**config.mk**
```make
export PLATFORM = sky130hd
export DESIGN_NAME = repsig_stream_arbiter_flat
export DESIGN_NICKNAME = d
export VERILOG_FILES = /design/src/rtl/repsig_stream_arbiter_if.sv /design/src/rtl/repsig_stream_arbiter.sv /design/src/flat_wrapper.sv
export SDC_FILE = /design/constraint.sdc
export NUM_CORES = 1
export LEC_CHECK = 0
export CORE_ASPECT_RATIO = 0.8
export CORE_MARGIN = 3
export CORE_UTILIZATION = 35
export DETAILED_ROUTE_END_ITERATION = 8
export DONT_BUFFER_PORTS = 1
export PLACE_DENSITY_LB_ADDON = 0.2
export SLEW_MARGIN = 0
export SYNTH_ARGS = -nofsm -noshare
export SYNTH_HDL_FRONTEND = slang
export SYNTH_SLANG_ARGS = --single-unit
```
**constraint.sdc**
```tcl
create_clock -name clk -period 3.3 [get_ports clk]
set_clock_uncertainty 0.05 [all_clocks]
set_input_delay 0.495 -clock clk [delete_from_list [all_inputs] [get_ports clk]]
set_output_delay 0.495 -clock clk [all_outputs]
set_load 0.02 [all_outputs]
```
**src/rtl/repsig_stream_arbiter_if.sv**
```systemverilog
// Stream bundle between two sparse-stream producers, the arbiter and the shared
// RepeatSignalGenerator base_data_in port.
interface repsig_stream_arbiter_if #(
  parameter int DATA_W = 17
);
  logic [DATA_W-1:0] in0_data;
  logic              in0_valid;
  logic              in0_ready;
  logic [DATA_W-1:0] in1_data;
  logic              in1_valid;
  logic              in1_ready;
  logic [DATA_W-1:0] out_data;
  logic              out_valid;
  logic              out_ready;
  logic              out_src;

  modport master (
    output in0_data, in0_valid, in1_data, in1_valid, out_ready,
    input  in0_ready, in1_ready, out_data, out_valid, out_src
  );

  modport slave (
    input  in0_data, in0_valid, in1_data, in1_valid, out_ready,
    output in0_ready, in1_ready, out_data, out_valid, out_src
  );
endinterface

```
**src/rtl/repsig_stream_arbiter.sv**
```systemverilog
// Whole-stream round-robin arbiter: two requesters share one registered
// ready/valid output; a grant lasts from its first token through DONE_TOK.
module repsig_stream_arbiter #(
  parameter int                DATA_W   = 17,
  parameter logic [DATA_W-1:0] DONE_TOK = 17'h10100
) (
  input  logic                   clk,
  input  logic                   rst_n,
  input  logic                   clk_en,
  input  logic                   flush,
  input  logic                   tile_en,
  repsig_stream_arbiter_if.slave bus,
  output logic                   busy,
  output logic [15:0]            grant_cnt
);

  localparam logic [0:0] ST_IDLE  = 1'b0;
  localparam logic [0:0] ST_GRANT = 1'b1;

  logic [0:0]        state;
  logic              owner;
  logic              rr_ptr;
  logic [DATA_W-1:0] data_p0;
  logic              vld_p0;
  logic              src_p0;

  logic              space_p0;
  logic              rdy0;
  logic              rdy1;
  logic              acc;
  logic              drain;
  logic [DATA_W-1:0] acc_data;

  function automatic logic [15:0] sat_inc(input logic [15:0] v);
    return (v == 16'hFFFF) ? v : v + 16'd1;
  endfunction

  always_comb begin
    space_p0 = ~vld_p0 | bus.out_ready;
    rdy0     = (state == ST_GRANT) & ~owner & tile_en & space_p0;
    rdy1     = (state == ST_GRANT) &  owner & tile_en & space_p0;
    acc      = clk_en & ((rdy0 & bus.in0_valid) | (rdy1 & bus.in1_valid));
    acc_data = owner ? bus.in1_data : bus.in0_data;
    // While tile_en is low out_valid reads 0, so the datapath cannot take the token.
    drain    = clk_en & tile_en & vld_p0 & bus.out_ready;
  end

  assign bus.in0_ready = rdy0;
  assign bus.in1_ready = rdy1;
  assign bus.out_data  = data_p0;
  assign bus.out_valid = vld_p0 & tile_en;
  assign bus.out_src   = src_p0;
  assign busy          = (state == ST_GRANT);

  // Stage p0: output register, grant FSM and per-grant token counter
  always_ff @(posedge clk or negedge rst_n) begin
    if (!rst_n) begin
      state     <= ST_IDLE;
      owner     <= 1'b0;
      rr_ptr    <= 1'b0;
      data_p0   <= '0;
      vld_p0    <= 1'b0;
      src_p0    <= 1'b0;
      grant_cnt <= 16'd0;
    end else if (clk_en) begin
      if (flush) begin
        state     <= ST_IDLE;
        owner     <= 1'b0;
        rr_ptr    <= 1'b0;
        data_p0   <= '0;
        vld_p0    <= 1'b0;
        src_p0    <= 1'b0;
        grant_cnt <= 16'd0;
      end else begin
        if (acc) begin
          data_p0 <= acc_data;
          src_p0  <= owner;
          vld_p0  <= 1'b1;
          if (acc_data == DONE_TOK) begin
            state     <= ST_IDLE;
            rr_ptr    <= ~owner;
            grant_cnt <= 16'd0;
          end else begin
            grant_cnt <= sat_inc(grant_cnt);
          end
        end else if (drain) begin
          vld_p0 <= 1'b0;
        end

        // The IDLE cycle only picks the owner; its first token is taken next cycle.
        if (state == ST_IDLE && tile_en) begin
          if (bus.in0_valid && bus.in1_valid) begin
            owner <= rr_ptr;
            state <= ST_GRANT;
          end else if (bus.in0_valid) begin
            owner <= 1'b0;
            state <= ST_GRANT;
          end else if (bus.in1_valid) begin
            owner <= 1'b1;
            state <= ST_GRANT;
          end
        end
      end
    end
  end

endmodule

```
**src/flat_wrapper.sv**
```systemverilog
// flat-port wrapper written by rule: the top's interface ports become plain ports
module repsig_stream_arbiter_flat 
#(
  parameter int                DATA_W   = 17,
  parameter logic [DATA_W-1:0] DONE_TOK = 17'h10100
)
  (clk, rst_n, clk_en, flush, tile_en, busy, grant_cnt, bus_in0_data, bus_in0_valid, bus_in1_data, bus_in1_valid, bus_out_ready, bus_in0_ready, bus_in1_ready, bus_out_data, bus_out_valid, bus_out_src);
  repsig_stream_arbiter_if #(.DATA_W(DATA_W)) bus_i ();
  input  logic clk;
  input  logic rst_n;
  input  logic clk_en;
  input  logic flush;
  input  logic tile_en;
  output logic busy;
  output logic [15:0] grant_cnt;
  input wire logic [$bits(bus_i.in0_data)-1:0] bus_in0_data;
  input wire logic [$bits(bus_i.in0_valid)-1:0] bus_in0_valid;
  input wire logic [$bits(bus_i.in1_data)-1:0] bus_in1_data;
  input wire logic [$bits(bus_i.in1_valid)-1:0] bus_in1_valid;
  input wire logic [$bits(bus_i.out_ready)-1:0] bus_out_ready;
  output wire logic [$bits(bus_i.in0_ready)-1:0] bus_in0_ready;
  output wire logic [$bits(bus_i.in1_ready)-1:0] bus_in1_ready;
  output wire logic [$bits(bus_i.out_data)-1:0] bus_out_data;
  output wire logic [$bits(bus_i.out_valid)-1:0] bus_out_valid;
  output wire logic [$bits(bus_i.out_src)-1:0] bus_out_src;
  assign bus_i.in0_data = bus_in0_data;
  assign bus_i.in0_valid = bus_in0_valid;
  assign bus_i.in1_data = bus_in1_data;
  assign bus_i.in1_valid = bus_in1_valid;
  assign bus_i.out_ready = bus_out_ready;
  assign bus_in0_ready = bus_i.in0_ready;
  assign bus_in1_ready = bus_i.in1_ready;
  assign bus_out_data = bus_i.out_data;
  assign bus_out_valid = bus_i.out_valid;
  assign bus_out_src = bus_i.out_src;
  repsig_stream_arbiter #(.DATA_W(DATA_W), .DONE_TOK(DONE_TOK)) u_core (.clk(clk), .rst_n(rst_n), .clk_en(clk_en), .flush(flush), .tile_en(tile_en), .bus(bus_i), .busy(busy), .grant_cnt(grant_cnt));
endmodule
```
==> run metrics, run 1 <==
outcome complete, no violations; Seq/Total Area, Yosys 45.4%; Max-Cap Viols 0; total congestion overflow 0; router iterations before antenna repair 4; DRT iter0 DRCs 72; DPL Wire Length 3930 um; Max Clk Rate 393 MHz; Largest stage delay, worst path 530 ps; distinct cell type count after synthesis 42; Worst Setup End Kind flip-flop; setup slack, reg-to-reg 760 ps; clock sinks 38; uppermost layer routed met4; pwr/cell area 444 nW/um^2; Clock Path Buffers 2; Critical path buffers and inverters 0; post-synth top area share 45.4%; CTS tree done; leading area contributor after synthesis dfrtp_1; setup violators final 0; Core Footprint 5620 um^2; P&R area growth vs syn 8.79%; worst-margin pin slew 686 ps; Clk pin slew, worst setup/hold paths 80 ps; WL per Instance about 17 um; Post-Syn Area ~2100 um^2; Final Cycle Share 77.0%; first-pass GRT wire length 8580 um; delay-heaviest family, CP simple AND/OR/NAND/NOR gates; slew margin rel. 54.1%; Synth Instances 226; Port Buffers 0; Critical Path End u_core.grant_cnt[13]$_DFFE_PN0P_; Worst-Skew Late Latency 290 ps; Hold Crit Class input port to flip-flop; Worst VDD drop 0.000148 V; hold depth 1; Hold WS between 200 and 250 ps; total CTS buffers 5; Layout Nets 269; H-tree lvl count 2; Worst path slowest cell dfrtp_1; full die area 6950 um^2; met3 WL 455 um; M1 WL 2460 um; largest net degree at the start of global routing 39; Warnings, synthesis 0; layout cell share with drive strength beyond 1 7.49%; CP Launch Type flip-flop; Die H approximately 75 um; Initial Utilization a little under two fifths; Horiz. Die Dim 92.5 um; post-CTS setup buffers 0; design area 2280 um^2; FP Rows 24; Vias 1650; post-layout util 40.6%; CP startpoint u_core.grant_cnt[0]$_DFFE_PN0P_; syn_nets 269; final wirelength 5310 um; Crit Path Class flip-flop to flip-flop; Synth async-reset ratio 100%; Levels on crit path 6; IO Pins 80; hold_sp flush; GRT Util Overall 15.9%; P_leak around 0.9 nW; post-DR vias/cell 5.41; main flop type after synthesis dfrtp_1; Critical Path Fanout Max 11; CP Cell Sequence ha_1, and4_1, nand4bb_1, nand4_1, or3_1, a21oi_1; FF+latch count, synth 38; clock root buffer clkbuf_8; Post-Place Cells 295; Worst Reg2Reg Path Length in Cells 6; Placed Area approximately 2200 um^2; final hold violations 0; Critical Path AT roughly 2700 ps; list of most frequent post-synthesis cells dfrtp_1 (38), o21ai_0 (29), nand2_1 (27), mux2i_1 (18), nor2_1 (13); top-count cell post-synth dfrtp_1; Syn Area/Cell about 9.3 um^2; Req. time, crit path 3470 ps; Fin Setup TNS 0 ps; unrepaired setup endpoints after global routing false; met2 wire length 2370 um; Antenna Cells 0; post-route ant nets 0; GPL Wtd Cong 0.764; number of synthesized flops with an enable pin 0; worst reg2reg endpoint u_core.grant_cnt[13]$_DFFE_PN0P_; Final Critical Period ~2500 ps; DRC 0; Area contributors post-synth dfrtp_1 (45%), mux2i_1 (8.6%), o21ai_0 (6.9%), nand2_1 (4.8%), a21oi_1 (2.9%); worst reg2reg path startpoint u_core.grant_cnt[0]$_DFFE_PN0P_; max-slew violation count 0; Non-Filler Instances 305; initial antenna violation count 0; vias in the first global route 1641
==> what timing repair did <==
item	in CTS	in global routing
hold endpoints to repair	38	0
resized for setup	0	0
hold buffers	2	0
==> logic make-up (layout without fill, tap and decap cells) <==
family,Yosys count,in the layout,share of synthesized area [%]
buffers and inverters,19,20,3.83
and+or+nand+nor,90,90,22.8
DFF,38,38,45.4
adders and majority gates,1,1,0.598
muxes,19,19,9.26
AOI/OAI and AO/OA,54,54,16.0
xor gates and xnor gates,5,5,2.09
==> power breakdown <==
part / internal [W] / leakage (nW) / total, W / switching (W)
Combinational: 0.0000537 / 0.328 / 0.000123 / 0.0000690
Clock: 0.000169 / 0.0482 / 0.000337 / 0.000169
Sequential: 0.000490 / 0.525 / 0.000552 / 0.0000622
==> per-layer routing <==
| layer | global-route usage, % | vias to the layer above |
|---|---|---|
| met2 | 23.6 | 47 |
| met1 | 21.7 | 780 |
| met3 | 6.29 | 4 |
| met4 | 3.95 | 0 |
| li1 | - | 819 |
| met5 | 0 | - |
==> worst min path at each step <==
| stage | endpoint | slack, ps |
|---|---|---|
| final | u_core.vld_p0$_DFFE_PN0P_ | 240 |
| after global routing | u_core.vld_p0$_DFFE_PN0P_ | 220 |
| after CTS | u_core.vld_p0$_DFFE_PN0P_ | 220 |
| after detailed placement | u_core.grant_cnt[10]$_DFFE_PN0P_ | 150 |
| after global placement | u_core.grant_cnt[10]$_DFFE_PN0P_ | 150 |
| after floorplan | u_core.bus.out_data[0]$_DFFE_PN0P_ | 150 |
==> stage by stage <==
| step | setup WS, ps | power, W |
|---|---|---|
| 3_5_place_dp | 821 | 0.000672 |
| 5_1_grt | 537 | 0.00107 |
| 6_report | 758 | 0.00101 |
| 4_1_cts | 810 | 0.00102 |
| 2_1_floorplan | 1210 | 0.000647 |
| 3_3_place_gp | 838 | 0.000671 |
==> layout make-up <==
| type | count | area, um^2 |
|---|---|---|
| clock inverter | 1 | 5.00 |
| timing repair buffer | 4 | 45.0 |
| inverter | 8 | 30.0 |
| fill | 572 | 3340 |
| tap | 78 | 97.6 |
| clock buffer | 7 | 86.3 |
| sequential | 38 | 951 |
| multi-input combinational | 169 | 1060 |
==> state kept, by name, summed over array words and instances, names as in the netlist <==
signal	count
u_core.rr_ptr	1
u_core.vld_p0	1
u_core.owner	1
u_core.grant_cnt	16
u_core.busy	1
u_core.bus.out_data	17
u_core.bus.out_src	1
==> worst register-to-register path: cells and delay by family (launching register included) <==
family          cells  cell delay (ps)
fa+ha+maj           1              320
simple gates        4             1430
flops               1              530
compound gates      1              140
==> cell usage in the layout, fill, tap and decap left out, drive strengths merged, types with 2 or more instances in the layout <==
| cell type | count |
|---|---|
| a21oi | 12 |
| a22o | 2 |
| a22oi | 2 |
| and2 | 2 |
| and3 | 2 |
| buf | 3 |
| clkbuf | 7 |
| dfrtp | 38 |
| inv | 8 |
| mux2i | 19 |
| nand2 | 27 |
| nand3 | 9 |
| nand4 | 9 |
| nor2 | 13 |
| nor3b | 2 |
| nor4 | 7 |
| o21ai | 29 |
| o2bb2ai | 2 |
| or2 | 2 |
| or3 | 9 |
| xor2 | 4 |
Power figures use the tool's default switching activity.
==> run 2, diff against run 1 <==
==> constraint.sdc (replaced) <==
create_clock -name clk -period 2.25 [get_ports clk]
set_clock_uncertainty 0.05 [all_clocks]
set_input_delay 0.3375 -clock clk [delete_from_list [all_inputs] [get_ports clk]]
set_output_delay 0.3375 -clock clk [all_outputs]
set_load 0.02 [all_outputs]
==> run 2 against run 1 <==
Sequential share of layout area down 3.3 points; first-iteration DRC count is 22% lower; final cell count rose by 6.6%; maximum frequency grew 21%; flip-flop and latch count did not move; wire length rose by 3.7%.
==> run metrics, run 2 (same netlist as run 1, synthesis figures left out) <==
H-tree lvl count 2 (unchanged); total congestion overflow 0 (unchanged); Hold WS 69.7 ps (was 239 ps); Comb pwr share 14.9% (was 12.1%); max reg flops 17 (unchanged); Clk pin slew, worst setup/hold paths 90 ps (was 80 ps); unrepaired setup endpoints after global routing false (unchanged); setup violators final 0 (unchanged); DPL Wire Length 4150 um (was 3930 um); Final WS setup 144 ps (was 758 ps); delay-heaviest family, CP compound AO/OA/AOI/OAI gates (was simple AND/OR/NAND/NOR gates); Worst-Skew Late Latency 300 ps (was 290 ps); pwr/cell area 702 nW/um^2 (was 444 nW/um^2); Hold Crit Class input port to flip-flop (unchanged); FF/Latch Area 952 um^2 (was 951 um^2); Initial Utilization 37.3% (unchanged); clock sinks 38 (unchanged); most frequent cells in the layout dfrtp_1 (37), o21ai_0 (29), nand2_1 (27) (was dfrtp_1 (38), o21ai_0 (29), nand2_1 (27)); worst-margin pin slew 431 ps (was 686 ps); NetSw 0.000467 W (was 0.000300 W); post-layout util 44.1% (was 40.6%); Final Critical Period 2110 ps (was 2540 ps); Hold Path Sink u_core.rr_ptr$_DFFE_PN0P_ (was u_core.vld_p0$_DFFE_PN0P_); hold_sp flush (unchanged); Final Cycle Share 93.6% (was 77.0%); Max-Cap Viols 0 (unchanged); largest net degree at the start of global routing 39 (unchanged); CTS tree done (unchanged); worst reg2reg endpoint u_core.grant_cnt[13]$_DFFE_PN0P_ (unchanged); DRT iter0 DRCs 56 (was 72); layout cell share with drive strength beyond 1 16.2% (was 7.49%); total CTS buffers 5 (unchanged); slew margin rel. 71.0% (was 54.1%); full die area 6950 um^2 (unchanged); CP Launch Type flip-flop (unchanged); Worst Reg2Reg Path Length in Cells 7 (was 6); Max Clk Rate 475 MHz (was 393 MHz); first-pass GRT wire length 9030 um (was 8580 um); P_leak 1.02 nW (was 0.901 nW); IO Pins 80 (unchanged); Worst Setup End Kind flip-flop (unchanged); Sw Share 26.8% (was 29.6%); Vias 1736 (was 1650); GPL Wtd Cong 0.815 (was 0.764); most common cell after layout, fill and taps aside dfrtp_1 (unchanged); vias in the first global route 1736 (was 1641); WL per Instance 16.9 um (was 17.4 um); Die H 75.2 um (unchanged); Horiz. Die Dim 92.5 um (unchanged); Critical path buffers and inverters 2 (was 0); Critical Path AT 2290 ps (was 2720 ps); Core Footprint 5620 um^2 (unchanged); final hold violations 0 (unchanged); most frequent CP cell buf_4; outcome complete, no violations (unchanged); Place WS 180 ps (was 821 ps); initial antenna violation count 0 (unchanged); area occupied by multi-input gates 1070 um^2 (was 1060 um^2); Antenna Cells 0 (unchanged); final wirelength 5510 um (was 5310 um); design area 2480 um^2 (was 2280 um^2); clock group share of total power 40.9% (was 33.3%); P_int 0.00127 W (was 0.000712 W); GRT Util Overall 16.4% (was 15.9%); hold depth 1 (unchanged); Critical Path Fanout Max 11 (unchanged); register share of total power 44.2% (was 54.5%); Req. time, crit path 2430 ps (was 3470 ps); P&R area growth vs syn 18.4% (was 8.79%); post-DR vias/cell 5.34 (was 5.41); setup slack, reg-to-reg 140 ps (was 760 ps); Clock Path Buffers 2 (unchanged); Worst VDD drop 0.000252 V (was 0.000148 V); Crit Path Class flip-flop to flip-flop (unchanged); Placed Area 2290 um^2 (was 2160 um^2); post-route ant nets 0 (unchanged); Port Buffers 0 (unchanged); filler instances 566 (was 572); worst reg2reg path startpoint u_core.owner$_DFFE_PN0P_ (was u_core.grant_cnt[0]$_DFFE_PN0P_); Worst path slowest cell dfrtp_2 (was dfrtp_1); clock root buffer clkbuf_8 (unchanged); CP Cell Sequence buf_4, mux2i_2, o31ai_4, nand4_1, buf_4, or3_1, a21oi_2 (was ha_1, and4_1, nand4bb_1, nand4_1, or3_1, a21oi_1); FP Rows 24 (unchanged); DRC 0 (unchanged); router iterations before antenna repair 4 (unchanged); Largest stage delay, worst path 460 ps (was 530 ps); Fin Setup TNS 0 ps (unchanged); Layout Nets 289 (was 269); max-slew violation count 0 (unchanged)
## run 2: cell types whose count changed in the layout (fill, tap and decap cells not counted), sizes merged
cell	before	now
clkbuf	7	5
bufinv	0	2
buf	3	23
## run 2: stage by stage
stage                     std cells  total power (W)
after CTS                       323          0.00176
after floorplan                 226         0.000949
after global routing            325          0.00181
final                           325          0.00174
after global placement          313          0.00102
after detailed placement        313          0.00102
## run 2: worst max path at each step
| stage | start | endpoint | slack, ps | cells after the start |
|---|---|---|---|---|
| 2_1_floorplan | u_core.grant_cnt[0]$_DFFE_PN0P_ | u_core.grant_cnt[11]$_DFFE_PN0P_ | 160 | 8 |
| 4_1_cts | u_core.owner$_DFFE_PN0P_ | u_core.grant_cnt[13]$_DFFE_PN0P_ | 170 | 7 |
| 5_1_grt | u_core.owner$_DFFE_PN0P_ | u_core.grant_cnt[8]$_DFFE_PN0P_ | 50 | 6 |
| 6_report | u_core.owner$_DFFE_PN0P_ | u_core.grant_cnt[13]$_DFFE_PN0P_ | 140 | 7 |
| 3_5_place_dp | u_core.owner$_DFFE_PN0P_ | u_core.grant_cnt[13]$_DFFE_PN0P_ | 180 | 7 |
| 3_3_place_gp | u_core.owner$_DFFE_PN0P_ | u_core.grant_cnt[13]$_DFFE_PN0P_ | 260 | 7 |
## run 2: routing by layer
layer | track usage (%) | vias to the layer above | part of all wire, %
met3 | 6.59 | 5 | 8.5
met1 | 21.8 | 823 | 46
met4 | 3.95 | 0 | 0.69
li1 | - | 864 | -
met5 | 0 | - | 0
met2 | 25.3 | 44 | 45
## run 2: power groups by stage
stage                     sequential (W)  clock [W]  combinational (W)
after detailed placement        0.000783          0           0.000238
after floorplan                 0.000802          0           0.000147
final                           0.000769   0.000713           0.000260
after global routing            0.000776   0.000751           0.000288
after CTS                       0.000770   0.000732           0.000258
after global placement          0.000782          0           0.000237
## run 2: what timing repair did
action / 4_1_cts / 5_1_grt
endpoints found under the setup margin: 0 / 1
hold endpoints to repair: 38 / 0
hold buffers: 2 / 0
resized for setup: 0 / 2
setup buffers: 0 / 2
## run 2: layout make-up
class                      count  area share, %
multi-input combinational    169           43.0
sequential                    38           38.4
timing repair buffer          24           7.87
tap                           78           3.94
clock buffer                   5           2.78
clock inverter                 3           2.78
inverter                       8           1.21
==> run 3, diff against run 2 <==
--- a/config.mk
+++ b/config.mk
@@ -5,6 +5,7 @@
 export SDC_FILE = /design/constraint.sdc
 export NUM_CORES = 1
 export LEC_CHECK = 0
+export ABC_CLOCK_PERIOD_IN_PS = 2250
 export CORE_ASPECT_RATIO = 0.8
 export CORE_MARGIN = 3
 export CORE_UTILIZATION = 35
==> results of run 3 <==
The final DEF is identical to that of run 2; final timing and power are the same.
